[config.mk]
export PLATFORM = sky130hd
export DESIGN_NAME = fa_serial_adder
export DESIGN_NICKNAME = d
export VERILOG_FILES = /design/src/rtl/fa_pkg.sv /design/src/rtl/fa_digit_add.sv /design/src/rtl/fa_serial_adder.sv
export SDC_FILE = /design/constraint.sdc
export NUM_CORES = 1
export LEC_CHECK = 0
export CORE_MARGIN = 10
export CORE_UTILIZATION = 41
export DETAILED_ROUTE_END_ITERATION = 16
export PLACE_DENSITY = 0.66
export REMOVE_ABC_BUFFERS = 1
export SYNTH_ARGS = -nofsm -noshare
export SYNTH_HDL_FRONTEND = slang
export SYNTH_HIERARCHICAL = 1
export SYNTH_SLANG_ARGS = --single-unit
[constraint.sdc]
create_clock -name clk -period 3.69 [get_ports clk]
set_input_delay 0.9225 -clock clk [delete_from_list [all_inputs] [get_ports clk]]
set_output_delay 0.9225 -clock clk [all_outputs]
set_load 0.01 [all_outputs]
[src/rtl/fa_pkg.sv]
// fa_pkg: shared FSM state and operation encodings for the serial adder.
// Rev 1.0
`default_nettype none

package fa_pkg;

  typedef enum logic [1:0] {
    IDLE = 2'd0,
    RUN  = 2'd1,
    HOLD = 2'd2
  } fa_state_t;

  localparam logic OP_ADD = 1'b0;
  localparam logic OP_SUB = 1'b1;

endpackage

`default_nettype wire

[src/rtl/fa_digit_add.sv]
// fa_digit_add: combinational DIGIT-bit ripple chain of full-adder cells.
// Rev 1.0
`default_nettype none

module fa_digit_add #(
  parameter int DIGIT = 2
) (
  input  logic [DIGIT-1:0] a,
  input  logic [DIGIT-1:0] b,
  input  logic             cin,
  output logic [DIGIT-1:0] s,
  output logic             cout,
  output logic             c_top
);

  logic [DIGIT:0] c;

  assign c[0] = cin;

  generate
    for (genvar i = 0; i < DIGIT; i++) begin : g_fa
      assign s[i]   = a[i] ^ b[i] ^ c[i];
      assign c[i+1] = (a[i] & b[i]) | (c[i] & (a[i] ^ b[i]));
    end
  endgenerate

  // Carry into the top cell; on the last step this is the carry into the word MSB.
  assign cout  = c[DIGIT];
  assign c_top = c[DIGIT-1];

endmodule

`default_nettype wire

[src/rtl/fa_serial_adder.sv]
// fa_serial_adder: multi-cycle add/subtract, DIGIT bits per clock, valid/ready in and out.
// Rev 1.0
`default_nettype none

module fa_serial_adder
  import fa_pkg::*;
#(
  parameter int WIDTH = 8,
  parameter int DIGIT = 2
) (
  input  logic             clk,
  input  logic             rst,
  input  logic             in_valid,
  output logic             in_ready,
  input  logic [WIDTH-1:0] a,
  input  logic [WIDTH-1:0] b,
  input  logic             cin,
  input  logic             op,
  output logic             out_valid,
  input  logic             out_ready,
  output logic [WIDTH-1:0] sum,
  output logic             cout,
  output logic             ovf
);

  localparam int STEPS  = WIDTH / DIGIT;
  localparam int STEP_W = (STEPS > 1) ? $clog2(STEPS) : 1;
  localparam logic [STEP_W-1:0] LAST_STEP = STEP_W'(STEPS - 1);

  fa_state_t         state;
  logic [STEP_W-1:0] step;
  logic [WIDTH-1:0]  opnd_a;
  logic [WIDTH-1:0]  opnd_b;
  logic              carry;

  logic [DIGIT-1:0]  dig_a;
  logic [DIGIT-1:0]  dig_b;
  logic [DIGIT-1:0]  dig_s;
  logic              dig_cout;
  logic              dig_ctop;

  assign dig_a = opnd_a[int'(step)*DIGIT +: DIGIT];
  assign dig_b = opnd_b[int'(step)*DIGIT +: DIGIT];

  fa_digit_add #(
    .DIGIT (DIGIT)
  ) u_digit (
    .a     (dig_a),
    .b     (dig_b),
    .cin   (carry),
    .s     (dig_s),
    .cout  (dig_cout),
    .c_top (dig_ctop)
  );

  always_ff @(posedge clk) begin
    if (rst) begin
      state     <= IDLE;
      step      <= '0;
      opnd_a    <= '0;
      opnd_b    <= '0;
      carry     <= 1'b0;
      sum       <= '0;
      cout      <= 1'b0;
      ovf       <= 1'b0;
      out_valid <= 1'b0;
      in_ready  <= 1'b1;
    end else begin
      case (state)
        IDLE: begin
          if (in_valid) begin
            // Subtraction is a + ~b + 1: invert b here and seed the carry with 1.
            opnd_a   <= a;
            opnd_b   <= (op == OP_SUB) ? ~b : b;
            carry    <= (op == OP_SUB) ? 1'b1 : cin;
            step     <= '0;
            in_ready <= 1'b0;
            state    <= RUN;
          end
        end
        RUN: begin
          sum[int'(step)*DIGIT +: DIGIT] <= dig_s;
          carry <= dig_cout;
          step  <= step + 1'b1;
          if (step == LAST_STEP) begin
            cout      <= dig_cout;
            ovf       <= dig_cout ^ dig_ctop;
            out_valid <= 1'b1;
            state     <= HOLD;
          end
        end
        HOLD: begin
          if (out_ready) begin
            out_valid <= 1'b0;
            in_ready  <= 1'b1;
            state     <= IDLE;
          end
        end
        default: begin
          out_valid <= 1'b0;
          in_ready  <= 1'b1;
          state     <= IDLE;
        end
      endcase
    end
  end

endmodule

`default_nettype wire

==> insert_results.sql, run 1 <==
INSERT INTO impl_metrics (metric_group, metric, value, unit) VALUES
('worst_setup_path', 'crit_buf_inv', '0', ''),
('drt', 'detailedRoute.firstIterationViolations', '88', ''),
('final_layout', 'antenna-diode-count', '0', ''),
('final_layout', 'area_delta_synth_final', '24.33', '%'),
('worst_setup_path', 'cp.required', '3.90', 'ns'),
('sta', 'fmax', '0.3280', 'GHz'),
('worst_setup_path', 'worst-setup-path-type', 'reg -> reg', ''),
('final_layout', 'sequential_cell_area_in_the_final_layout', '660.6', 'um2'),
('placement', 'routability_driven_placement_congestion_ratio', '0.7974', ''),
('drt', 'totalWireLength', '3483', 'um'),
('die', 'placementRows', '22', ''),
('die', 'ios', '34', ''),
('worst_setup_path', 'critical_path.most_common_cell', 'sky130_fd_sc_hd__fa_1', ''),
('sta', 'relSlewSlack', '38.57', '%'),
('final_layout', 'nNetsFinal', '224', ''),
('clock_network', 'post_cts_hold_buffer_count', '0', ''),
('clock_network', 'cts.reportedPaths.clkPinSlew', '0.06', 'ns'),
('worst_setup_path', 'worstPathArrival', '3.26', 'ns'),
('sta', 'post-route-min-period', '3.049', 'ns'),
('synth', 'netlist.top_cell.by_area', 'sky130_fd_sc_hd__dfxtp_1', ''),
('run_status', 'status', 'complete, no violations', ''),
('synth', 'synth_seq_cells', '33', ''),
('sta', 'fin_skew', '0.005655', 'ns'),
('placement', 'port_buffers', '33', ''),
('worst_setup_path', 'cp_cell_sequence', 'mux4_2, fa_1, fa_1, nor4bb_1, nand4_1, a21oi_1', ''),
('sta', 'slew_violations', '0', ''),
('synth', 'synth_top_cells_by_area', 'sky130_fd_sc_hd__dfxtp_1 40%, sky130_fd_sc_hd__mux4_2 5.5%, sky130_fd_sc_hd__a21oi_1 5.2%', ''),
('worst_setup_path', 'crit_path_max_incr_delay', '0.67', 'ns'),
('synth', 'synth-seq-area-share', '40.15', '%'),
('worst_setup_path', 'worstSetupEndpointType', 'register', ''),
('sta', 'unrepaired_setup_endpoints_after_global_routing', 'false', ''),
('die', 'start_util', '43.63', '%'),
('clock_network', 'cts_tree', 'done', ''),
('worst_setup_path', 'worst_path_dominant_cell_family', 'adder cells', ''),
('die', 'die_area', '0.006947', 'mm2'),
('global_route', 'maximum_number_of_pins_on_one_net_before_global_route_repair', '26', ''),
('worst_setup_path', 'worstPathMaxFanout', '12', ''),
('placement', 'detailedPlacementHpwl', '2681', 'um'),
('global_route', 'groute.layer.met1.usage', '11.38', '%'),
('synth', 'syn-instance-count', '166', ''),
('die', 'dieWidth', '83.35', 'um'),
('power_and_ir_drop', 'leakagePower', '0.7187', 'nW'),
('clock_network', 'cts.root.buffer_cell', 'sky130_fd_sc_hd__clkbuf_8', ''),
('drt', 'remaining_drc_errors', '0', ''),
('global_route', 'initial_antenna_violation_count', '0', ''),
('global_route', 'grt.total_usage', '10.05', '%'),
('clock_network', 'clockBufferDepth', '2', ''),
('final_layout', 'nFillCells', '362', ''),
('worst_setup_path', 'crit_path_top_delay_cell', 'sky130_fd_sc_hd__dfxtp_1', ''),
('sta', 'setup_violations', '0', ''),
('drt', 'route.detailed.wl_per_inst', '14.33', 'um'),
('synth', 'synthesis.area_per_instance', '9.912', 'um2'),
('global_route', 'grt_remaining_overflow', '0', ''),
('sta', 'max_slew.worst_pin.slew', '0.9204', 'ns'),
('global_route', 'grt_busiest_layer', 'met2', ''),
('sta', 'final.period_utilization', '82.63', '%'),
('synth', 'portion_of_synthesized_cell_area_occupied_by_the_leading_cell_type', '40.15', '%'),
('run', 'cap_violations', '0', ''),
('final_layout', 'drive_above_1_share', '11.79', '%'),
('drt', 'via_count', '1287', ''),
('power_and_ir_drop', 'total_power_divided_by_cell_area', '392.9', 'mW/mm2'),
('final_layout', 'most-common-layout-cells', '33 x sky130_fd_sc_hd__dfxtp_1, 33 x sky130_fd_sc_hd__clkdlybuf4s50_1, 22 x sky130_fd_sc_hd__nand2_1', ''),
('clock_network', 'cts.sinks', '33', ''),
('worst_hold_path', 'min_path_type', 'reg -> reg', ''),
('sta', 'fin_tns_setup', '0', 'ns'),
('clock_network', 'worstSkewPairLatency', '0.28', 'ns'),
('final_layout', 'multi_input_comb_area', '893.4', 'um2'),
('clock_network', 'cts_made_buffers', '5', ''),
('global_route', 'grt_pass1_vias', '1312', ''),
('die', 'floorplan.die.height', '83.35', 'um'),
('synth', 'total_of_warnings_raised_by_yosys', '6', '');
## sequential cells by signal (all words and copies together) (netlist names)
register and cells:
opnd_a 8, in_ready 1, opnd_b 8, cout 1, sum 8, ovf 1
step 2, out_valid 1, carry 1, state 2
## power by group
part	switching, mW	internal [mW]	total [mW]
Clock	0.124	0.148	0.272
Combinational	0.0652	0.0723	0.137
Sequential	0.0185	0.376	0.394
Total	0.208	0.596	0.804
## cells in the mapped netlist, drive strengths merged
master and count:
a211oi 9, a21oi 18, o21bai 1, nand3 3, dfxtp 33, inv 2, clkbuf 4, nor4bb 3
buf 8, a22o 2, nand4b 1, ha 5, nor2b 1, nor4 1, nand2 22, nor2 16
nand2b 3, nor3b 1, o31ai 1, nand3b 4, or2 1, and4bb 1, or3b 1, mux4 4
fa 2, nor3 2, nand4 2, a32oi 2, a22oi 2, xnor2 8, xor2 1, a2bb2oi 2
## final cells by class
type / instances / area share [%]
multi-input cells: 119 / 43.67
flip-flops and latches: 33 / 32.29
repair buffers: 34 / 16.51
clock buffers: 7 / 4.220
well taps: 48 / 2.936
inverters: 2 / 0.3670
## layer usage
layer | vias up | wire length [um] | part of all wire (%)
li1 | 644 | - | -
met1 | 598 | 1594 | 46
met2 | 41 | 1592 | 46
met3 | 4 | 266 | 7.6
met4 | 0 | 29 | 0.83
met5 | - | 0 | 0
## stage by stage
stage	worst slack [ns]	utilization, %	power, mW	instance area, um2	cells
after floorplan	0.8966	-	0.4814	1562	154
after global placement	0.7249	51.96	0.5357	1959	236
after detailed placement	0.6420	51.96	0.5398	1959	236
after CTS	0.6278	54.25	0.8093	2046	243
after global routing	0.3745	54.25	0.8411	2046	243
final	0.6409	54.25	0.8038	2046	243
## tightest hold or removal path: stages, from the launching register on
cell,delay [ns]
sky130_fd_sc_hd__dfxtp_1,0.31
sky130_fd_sc_hd__nand2_1,0.05
sky130_fd_sc_hd__a21oi_1,0.05
## logic make-up after synthesis
family,after synthesis,share of synthesized area [%]
xor+xnor,9,4.791
flops,33,40.15
buf+inv,14,5.550
mux,4,5.476
compound gates,37,16.35
fa+ha+maj,7,6.236
simple gates,62,21.44
## path summary, 6_finish.rpt
kind / start / endpoint / slack (ns) / cells past startpoint
worst max register to register: step[0] / sum[3] / 0.64 / 6
worst min register to register: cout / cout / 0.46 / 2
worst min-delay path: cout / cout / 0.46 / 2
worst max-delay path: step[0] / sum[3] / 0.64 / 6
Note: power is estimated with default switching activity, not from simulation.
==> run 2: changes to the inputs <==
--- a/config.mk
+++ b/config.mk
@@ -8,7 +8,7 @@
 export CORE_MARGIN = 10
 export CORE_UTILIZATION = 41
 export DETAILED_ROUTE_END_ITERATION = 16
-export PLACE_DENSITY = 0.66
+export PLACE_DENSITY = 0.69
 export REMOVE_ABC_BUFFERS = 1
 export SYNTH_ARGS = -nofsm -noshare
 export SYNTH_HDL_FRONTEND = slang
==> constraint.sdc (replaced) <==
create_clock -name clk -period 2.5 [get_ports clk]
set_input_delay 0.625 -clock clk [delete_from_list [all_inputs] [get_ports clk]]
set_output_delay 0.625 -clock clk [all_outputs]
set_load 0.01 [all_outputs]
==> run 2 against run 1 <==
Non-clock buffer count increased by 7; first-iteration DRC count shrank 14%; clock skew hardly changed; final cell count grew 3.3%; sequential share of layout area fell by 0.89 points; total power increased by 48%; core utilization up 1.9 points; largest cell class unchanged; sequential cell count unchanged; clock power rose by 42%; critical path depth unchanged; fmax is 27% higher; critical path type unchanged.
==> insert_results.sql, run 2 (synthesis gave the netlist of run 1 again) <==
INSERT INTO impl_metrics (metric_group, metric, value, unit) VALUES
('final_layout', 'reg.largest.list', 'opnd_a x8, opnd_b x8, sum x8', ''),
('sta', 'relSlewSlack', '56.15', '%'),
('sta', 'final.period_utilization', '95.92', '%'),
('final_layout', 'nNetsFinal', '231', ''),
('worst_hold_path', 'min_path_type', 'reg -> reg', ''),
('sta', 'fin_skew', '0.005916', 'ns'),
('sta', 'post-route-min-period', '2.398', 'ns'),
('sta', 'fin_worst_hold_slack', '0.4547', 'ns'),
('power_and_ir_drop', 'leakagePower', '0.7684', 'nW'),
('die', 'dieWidth', '83.35', 'um'),
('worst_setup_path', 'timing.critical_path.depth', '6', ''),
('worst_setup_path', 'critical_path.endpoint', 'sum[3]', ''),
('worst_setup_path', 'worst-setup-path-type', 'reg -> reg', ''),
('drt', 'remaining_drc_errors', '0', ''),
('placement', 'port_buffers', '33', ''),
('placement', 'routability_driven_placement_congestion_ratio', '0.7873', ''),
('global_route', 'initial_antenna_violation_count', '0', ''),
('worst_setup_path', 'r2r_slack', '0.10', 'ns'),
('clock_network', 'clockBufferDepth', '2', ''),
('clock_network', 'cts_made_buffers', '5', ''),
('worst_hold_path', 'min-delay-start', 'sum[3]', ''),
('die', 'start_util', '43.63', '%'),
('final_layout', 'drive_above_1_share', '16.75', '%'),
('clock_network', 'cts.root.buffer_cell', 'sky130_fd_sc_hd__clkbuf_8', ''),
('worst_setup_path', 'crit_path_top_delay_cell', 'sky130_fd_sc_hd__mux4_2', ''),
('final_layout', 'area_delta_synth_final', '28.59', '%'),
('final_layout', 'antenna-diode-count', '0', ''),
('worst_setup_path', 'worst_path_dominant_cell_family', 'adder cells', ''),
('die', 'ios', '34', ''),
('worst_setup_path', 'critical_path.reg2reg.endpoint', 'sum[3]', ''),
('sta', 'max_slew.worst_pin.slew', '0.6565', 'ns'),
('die', 'core_area', '0.003771', 'mm2'),
('clock_network', 'postCtsSetupRepairBufs', '0', ''),
('clock_network', 'cts.reportedPaths.clkPinSlew', '0.07', 'ns'),
('worst_setup_path', 'worstRegToRegCells', '6', ''),
('final_layout', 'nFillCells', '334', ''),
('worst_setup_path', 'cp-startpoint', 'step[0]', ''),
('die', 'die_area', '0.006947', 'mm2'),
('drt', 'ant_nets', '0', ''),
('power_and_ir_drop', 'total_power_divided_by_cell_area', '563.8', 'mW/mm2'),
('clock_network', 'cts_tree', 'done', ''),
('worst_setup_path', 'worstPathMaxFanout', '4', ''),
('global_route', 'grt_pass1_vias', '1331', ''),
('sta', 'fin_ws', '0.1021', 'ns'),
('worst_setup_path', 'worst_setup_path_start_kind', 'register', ''),
('worst_setup_path', 'cp_cell_sequence', 'mux4_2, fa_2, fa_1, nor4bb_4, nand4_1, a21oi_1', ''),
('sta', 'unrepaired_setup_endpoints_after_global_routing', 'false', ''),
('die', 'floorplan.die.height', '83.35', 'um'),
('sta', 'setup_violations', '0', ''),
('sta', 'slew_violations', '0', ''),
('final_layout', 'layout.cells.most_common', 'sky130_fd_sc_hd__clkdlybuf4s50_1', ''),
('final_layout', 'post-route-cell-area', '0.002116', 'mm2'),
('drt', 'totalWireLength', '3625', 'um'),
('final_layout', 'most-common-layout-cells', '33 x sky130_fd_sc_hd__clkdlybuf4s50_1, 32 x sky130_fd_sc_hd__dfxtp_1, 22 x sky130_fd_sc_hd__nand2_1', ''),
('final_layout', 'fin_util', '56.10', '%'),
('placement', 'area_after_dpl', '0.002012', 'mm2'),
('die', 'placementRows', '22', ''),
('power_and_ir_drop', 'vdd_drop_max', '0.3276', 'mV'),
('clock_network', 'cts.sinks', '33', ''),
('clock_network', 'worstSkewPairLatency', '0.29', 'ns'),
('global_route', 'grt_remaining_overflow', '0', ''),
('global_route', 'grt.total_usage', '10.62', '%'),
('drt', 'via_count', '1322', ''),
('final_layout', 'multi_input_comb_area', '910.9', 'um2'),
('worst_setup_path', 'worstPathArrival', '2.63', 'ns'),
('sta', 'fmax', '0.4170', 'GHz'),
('final_layout', 'sequential_cell_area_in_the_final_layout', '664.4', 'um2'),
('worst_setup_path', 'crit_buf_inv', '0', ''),
('placement', 'pre_cts_ws', '-0.1754', 'ns'),
('global_route', 'maximum_number_of_pins_on_one_net_before_global_route_repair', '25', ''),
('worst_setup_path', 'cp.required', '2.73', 'ns'),
('run_status', 'status', 'complete, no violations', ''),
('drt', 'detailedRoute.firstIterationViolations', '76', ''),
('run', 'cap_violations', '0', ''),
('drt', 'route.detailed.wl_per_inst', '14.44', 'um'),
('drt', 'vias_per_cell', '5.267', ''),
('placement', 'detailedPlacementHpwl', '2769', 'um'),
('worst_setup_path', 'worstSetupEndpointType', 'register', ''),
('clock_network', 'cts_max_level', '2', ''),
('sta', 'final_hold_fails', '0', ''),
('drt', 'drt_first_pass_iters', '4', ''),
('worst_setup_path', 'regToRegStartpoint', 'step[0]', ''),
('worst_setup_path', 'crit_path_max_incr_delay', '0.52', 'ns'),
('power_and_ir_drop', 'p_total', '1.193', 'mW'),
('global_route', 'grt_first_pass_wirelength', '6134', 'um');
## run 2: metrics by stage
step                setup TNS [ns]  std cells
floorplan                  -0.5164        154
finish                           0        251
global placement           -0.1576        243
global route                     0        251
CTS                              0        251
detailed placement         -0.2678        243
## run 2: repair_timing
action | CTS | global route
endpoints found under the hold margin | 0 | 0
hold buffers | 0 | 0
cloned | 0 | 0
pin swaps | 0 | 1
resized for setup | 4 | 1
endpoints found under the setup margin | 2 | 1
## run 2: worst min path at each step
stage / endpoint / slack, ns / depth (start not counted)
5_1_grt: opnd_a[3] / 0.48 / 2
2_1_floorplan: opnd_a[3] / 0.43 / 2
6_report: sum[3] / 0.45 / 2
3_5_place_dp: opnd_a[6] / 0.45 / 2
3_3_place_gp: sum[3] / 0.44 / 2
4_1_cts: opnd_a[6] / 0.46 / 2
## run 2: worst register-to-register path: stages (launching register included)
cell and delay, ns:
sky130_fd_sc_hd__dfxtp_4 0.37, sky130_fd_sc_hd__mux4_2 0.52, sky130_fd_sc_hd__fa_2 0.42, sky130_fd_sc_hd__fa_1 0.52, sky130_fd_sc_hd__nor4bb_4 0.24, sky130_fd_sc_hd__nand4_1 0.14, sky130_fd_sc_hd__a21oi_1 0.15
## run 2: power breakdown
part	leakage (nW)	internal, mW	switching [mW]
clock	0.0450	0.193	0.193
combinational	0.453	0.123	0.106
sequential	0.271	0.555	0.0223
total	0.768	0.871	0.322
## run 2: metal layers
layer / vias to the layer above / GRT usage (%) / share of wire, %
li1: 661 / - / -
met2: 40 / 17.46 / 49
met3: 8 / 4.199 / 7.0
met4: 0 / 5.538 / 2.1
met5: - / 0 / 0
met1: 613 / 11.45 / 42
## run 2: area by class of cell
cell class / instances / area share [%]
Multi-Input combinational cell: 119 / 43.05
Sequential cell: 33 / 31.40
Timing Repair Buffer: 41 / 18.45
Clock buffer: 6 / 3.430
Tap cell: 48 / 2.839
Clock inverter: 2 / 0.4731
Inverter: 2 / 0.3548
==> edit 1: new RTL, config.mk and constraints of run 1 <==
`DIGIT` is set to 2 in 2 places; all go to 4.
--- a/src/rtl/fa_digit_add.sv
+++ b/src/rtl/fa_digit_add.sv
@@ -3,7 +3,7 @@
 `default_nettype none
 
 module fa_digit_add #(
-  parameter int DIGIT = 2
+  parameter int DIGIT = 4
 ) (
   input  logic [DIGIT-1:0] a,
   input  logic [DIGIT-1:0] b,
--- a/src/rtl/fa_serial_adder.sv
+++ b/src/rtl/fa_serial_adder.sv
@@ -6,7 +6,7 @@
   import fa_pkg::*;
 #(
   parameter int WIDTH = 8,
-  parameter int DIGIT = 2
+  parameter int DIGIT = 4
 ) (
   input  logic             clk,
   input  logic             rst,
Formal check against the unedited RTL: not equivalent (a bounded check fails within 4 cycles, from zero or initial values and one cycle with rst high).
==> edit 1 against run 1 <==
- worst setup slack gained 150 ps
- via count shrank 11%
- power grew 13%
- global-route usage grew 0.051 points
- worst hold slack lost 0.86 ps
- final area shrank 5.0%
- routed wire length shrank 7.1%
- synthesized area shrank 9.0%
- count of clock-buffer cells in the layout is the same
- maximum frequency grew 5.2%
- sequential cell count shrank 1
- synthesized cell count shrank 6.0%
- first-iteration DRC count shrank 14%
- highest routed layer unchanged
==> edit 1: results (changes against run 1) <==
Post-synthesis xor/xnor area fraction: 5.268% (+0.48 points)
Yosys cell types: 25 (-38%)
Drt total wl: 3.235 mm (-7.1%)
Status: finished, final reports clean
P_leak: 0.7814 nW (+8.7%)
Placed Area: 0.001818 mm^2 (-7.2%)
Largest net degree at the start of global routing: 25 (-3.8%)
Compound-Gate Fraction of Synth Area: 11.20% (-5.1 points)
Sequential area share after synthesis: 42.81% (+2.7 points)
Share of cells above drive strength 1: 10.16% (-1.6 points)
Fin area: 0.001944 mm^2 (-5.0%)
Place WS: 761.6 ps (+119.7 ps)
Avg Cell Area, Syn: 9.593 um^2 (-3.2%)
Worst Clk Skew: 6.532 ps (+0.8765 ps)
First-pass GRT wire length: 5.223 mm (-12%)
Mux share of post-synthesis cell area: 12.71% (+7.2 points)
Top cells by count, synth: 32 x dfxtp_1, 22 x nor2_1, 17 x nand2_1
Avg WL per Cell: 13.88 um (-3.1%)
Global Route Usage Sum: 10.10% (+0.051 points)
Peak supply drop: 204.4 uV (-14%)
Synth top area cells: dfxtp_1 43%, mux2i_1 6.7%, mux2_2 6.0%, nor2_1 5.5%, fa_1 5.4%
Critical Path AT: 3050 ps (-210 ps)
Routed via count: 1141 (-11%)
GP Congestion: 0.7735 (-3.0%)
Placed Cells: 225 (-4.7%)
Initial DRC Count: 76 (-14%)
DP Wirelength: 2.496 mm (-6.9%)
Worst-path fanout max: 13 (+1)
Postcts setup bufs: 0 (unchanged)
Synth Area in Adders: 5.351% (-0.88 points)
## edit 1: routing by layer
layer / vias up / track usage [%] / share of wire [%]
met2: 27 / 16.48 / 49
met4: 0 / 4.754 / 1.8
met5: - / 0 / 0
li1: 581 / - / -
met1: 526 / 11.15 / 43
met3: 7 / 4.120 / 6.3
## edit 1: worst paths after layout
kind	from	to	slack, ps	cells after the start
worst max-delay path	step	ovf	790	10
worst min-delay path	opnd_a[2]	opnd_a[2]	460	2
worst max register to register	step	ovf	790	10
worst min register to register	opnd_a[2]	opnd_a[2]	460	2
## edit 1: power by group
group,internal (mW),switching (mW),leakage [nW],total [mW]
combinational,0.0828,0.0682,0.455,0.151
clock,0.238,0.129,0.0645,0.367
sequential,0.370,0.0207,0.262,0.391
total,0.691,0.218,0.781,0.909
## edit 1: area by class of cell
class                      instances  area [um^2]
clock buffer                       7        96.34
timing repair buffer              34        337.8
fill                             328         1498
clock inverter                     1        30.03
multi-input combinational        105        752.0
sequential                        32        640.6
inverter                           8        30.03
tap                               46        57.56
==> edit 2: new RTL, config.mk and constraints of run 1 <==
Made on the original files. The 3 states of `fa_state_t` get a one-hot encoding in 3 bits.
--- a/src/rtl/fa_pkg.sv
+++ b/src/rtl/fa_pkg.sv
@@ -4,10 +4,10 @@
 
 package fa_pkg;
 
-  typedef enum logic [1:0] {
-    IDLE = 2'd0,
-    RUN  = 2'd1,
-    HOLD = 2'd2
+  typedef enum logic [2:0] {
+    IDLE = 3'b001,
+    RUN  = 3'b010,
+    HOLD = 3'b100
   } fa_state_t;
 
   localparam logic OP_ADD = 1'b0;
Check against the original RTL: same outputs for any inputs over 10 cycles, from zero or initial values and one cycle with rst high; not proved beyond that.
==> edit 2 against run 1 <==
- power is 3.8% lower
- routed wire length is 6.2% higher
- sequential cell count is 1 higher
- clock skew is 2.5 ps higher
- final area is 2.4% higher
- die area is 3.5% higher
- synthesized area is 4.6% higher
- worst setup slack better by 400 ps
==> edit 2: results (changes against run 1) <==
Placed Area: 0.002017 mm^2 (+2.9%)
Crit-path max cell delay: 640 ps (-30 ps)
Status: finished, final reports clean
Top cells by count, synth: 34 x dfxtp_1, 27 x nand2_1, 18 x a21oi_1
Initial DRC Count: 55 (-38%)
Number of global-route vias before repair: 1386 (+5.6%)
Filler Cells Inserted: 378 (+4.4%)
DRT Pass-1 Iters: 6 (+2)
Drt total wl: 3.699 mm (+6.2%)
Global Route Usage Sum: 10.32% (+0.26 points)
Peak supply drop: 222.7 uV (-6.0%)
P_leak: 0.6968 nW (-3.0%)
Worst Clk Skew: 8.127 ps (+2.471 ps)
Yosys cell types: 36 (-10%)
Share of cells above drive strength 1: 9.615% (-2.2 points)
First-pass GRT wire length: 6.292 mm (+6.0%)
DP Wirelength: 2.750 mm (+2.6%)
Area of the multi-input gates: 920.9 um^2 (+3.1%)
Post-layout net count: 237 (+5.8%)
Vias/cell: 5.345 (+0.92%)
Placed Cells: 251 (+6.4%)
WL met2: 1.764 mm (+11%)
Met2 usage in global routing: 16.75% (+0.55 points)
Max_slew headroom: 30.38% (-8.2 points)
Sequential area share after synthesis: 39.53% (-0.62 points)
Met1 Resource Use GR: 11.64% (+0.26 points)
-- edit 2: cell types whose count changed in the layout (fill, tap and decap cells not counted), sizes merged, moves of 3 or more --
cell and change:
nand4 +4, nand4bb +3, nor2 -4, nand2 +5, o21ai +4, nand3b -4, nor3b +3, nor4b +4
-- edit 2: layout make-up --
type	instances	area share [%]
Sequential cell	34	32.48
Clock buffer	5	3.284
Tap cell	50	2.985
Inverter	4	0.7164
Timing Repair Buffer	34	16.12
Multi-Input combinational cell	129	43.94
Clock inverter	2	0.4776
-- edit 2: cell families (layout without fill, tap and decap cells) --
group | after synthesis | count (layout) | share of synthesized area, %
AOI/OAI and AO/OA | 39 | 39 | 14.97
xor gates and xnor gates | 9 | 9 | 4.579
adders and majority gates | 7 | 7 | 5.959
buffers and inverters | 19 | 45 | 6.976
DFF | 34 | 34 | 39.53
muxes | 5 | 5 | 5.814
and+or+nand+nor | 69 | 69 | 22.17
-- edit 2: worst paths after layout --
kind,endpoint,cells past startpoint,start
max reg2reg,sum[3],5,step[0]
max,sum[3],5,step[0]
min reg2reg,sum[3],2,sum[3]
min,sum[3],2,sum[3]
-- edit 2: stage by stage --
| step | setup WS, ps | hold WS (ps) |
|---|---|---|
| floorplan | 1258 | 427.1 |
| detailed placement | 1004 | 447.9 |
| finish | 1044 | 452.3 |
| CTS | 1045 | 455.3 |
| global placement | 1072 | 441.9 |
| global route | 867.0 | 481.4 |
-- edit 2: worst register-to-register path, cell delays in order (launching register included) --
cell	delay [ps]
dfxtp_1	640
mux4_2	590
fa_1	480
fa_1	580
nand4_1	120
a21oi_1	160
-- edit 2: where the power goes --
part | internal (mW) | switching [mW]
clock network | 0.126 | 0.130
registers | 0.386 | 0.0158
logic | 0.0608 | 0.0538
total | 0.573 | 0.200
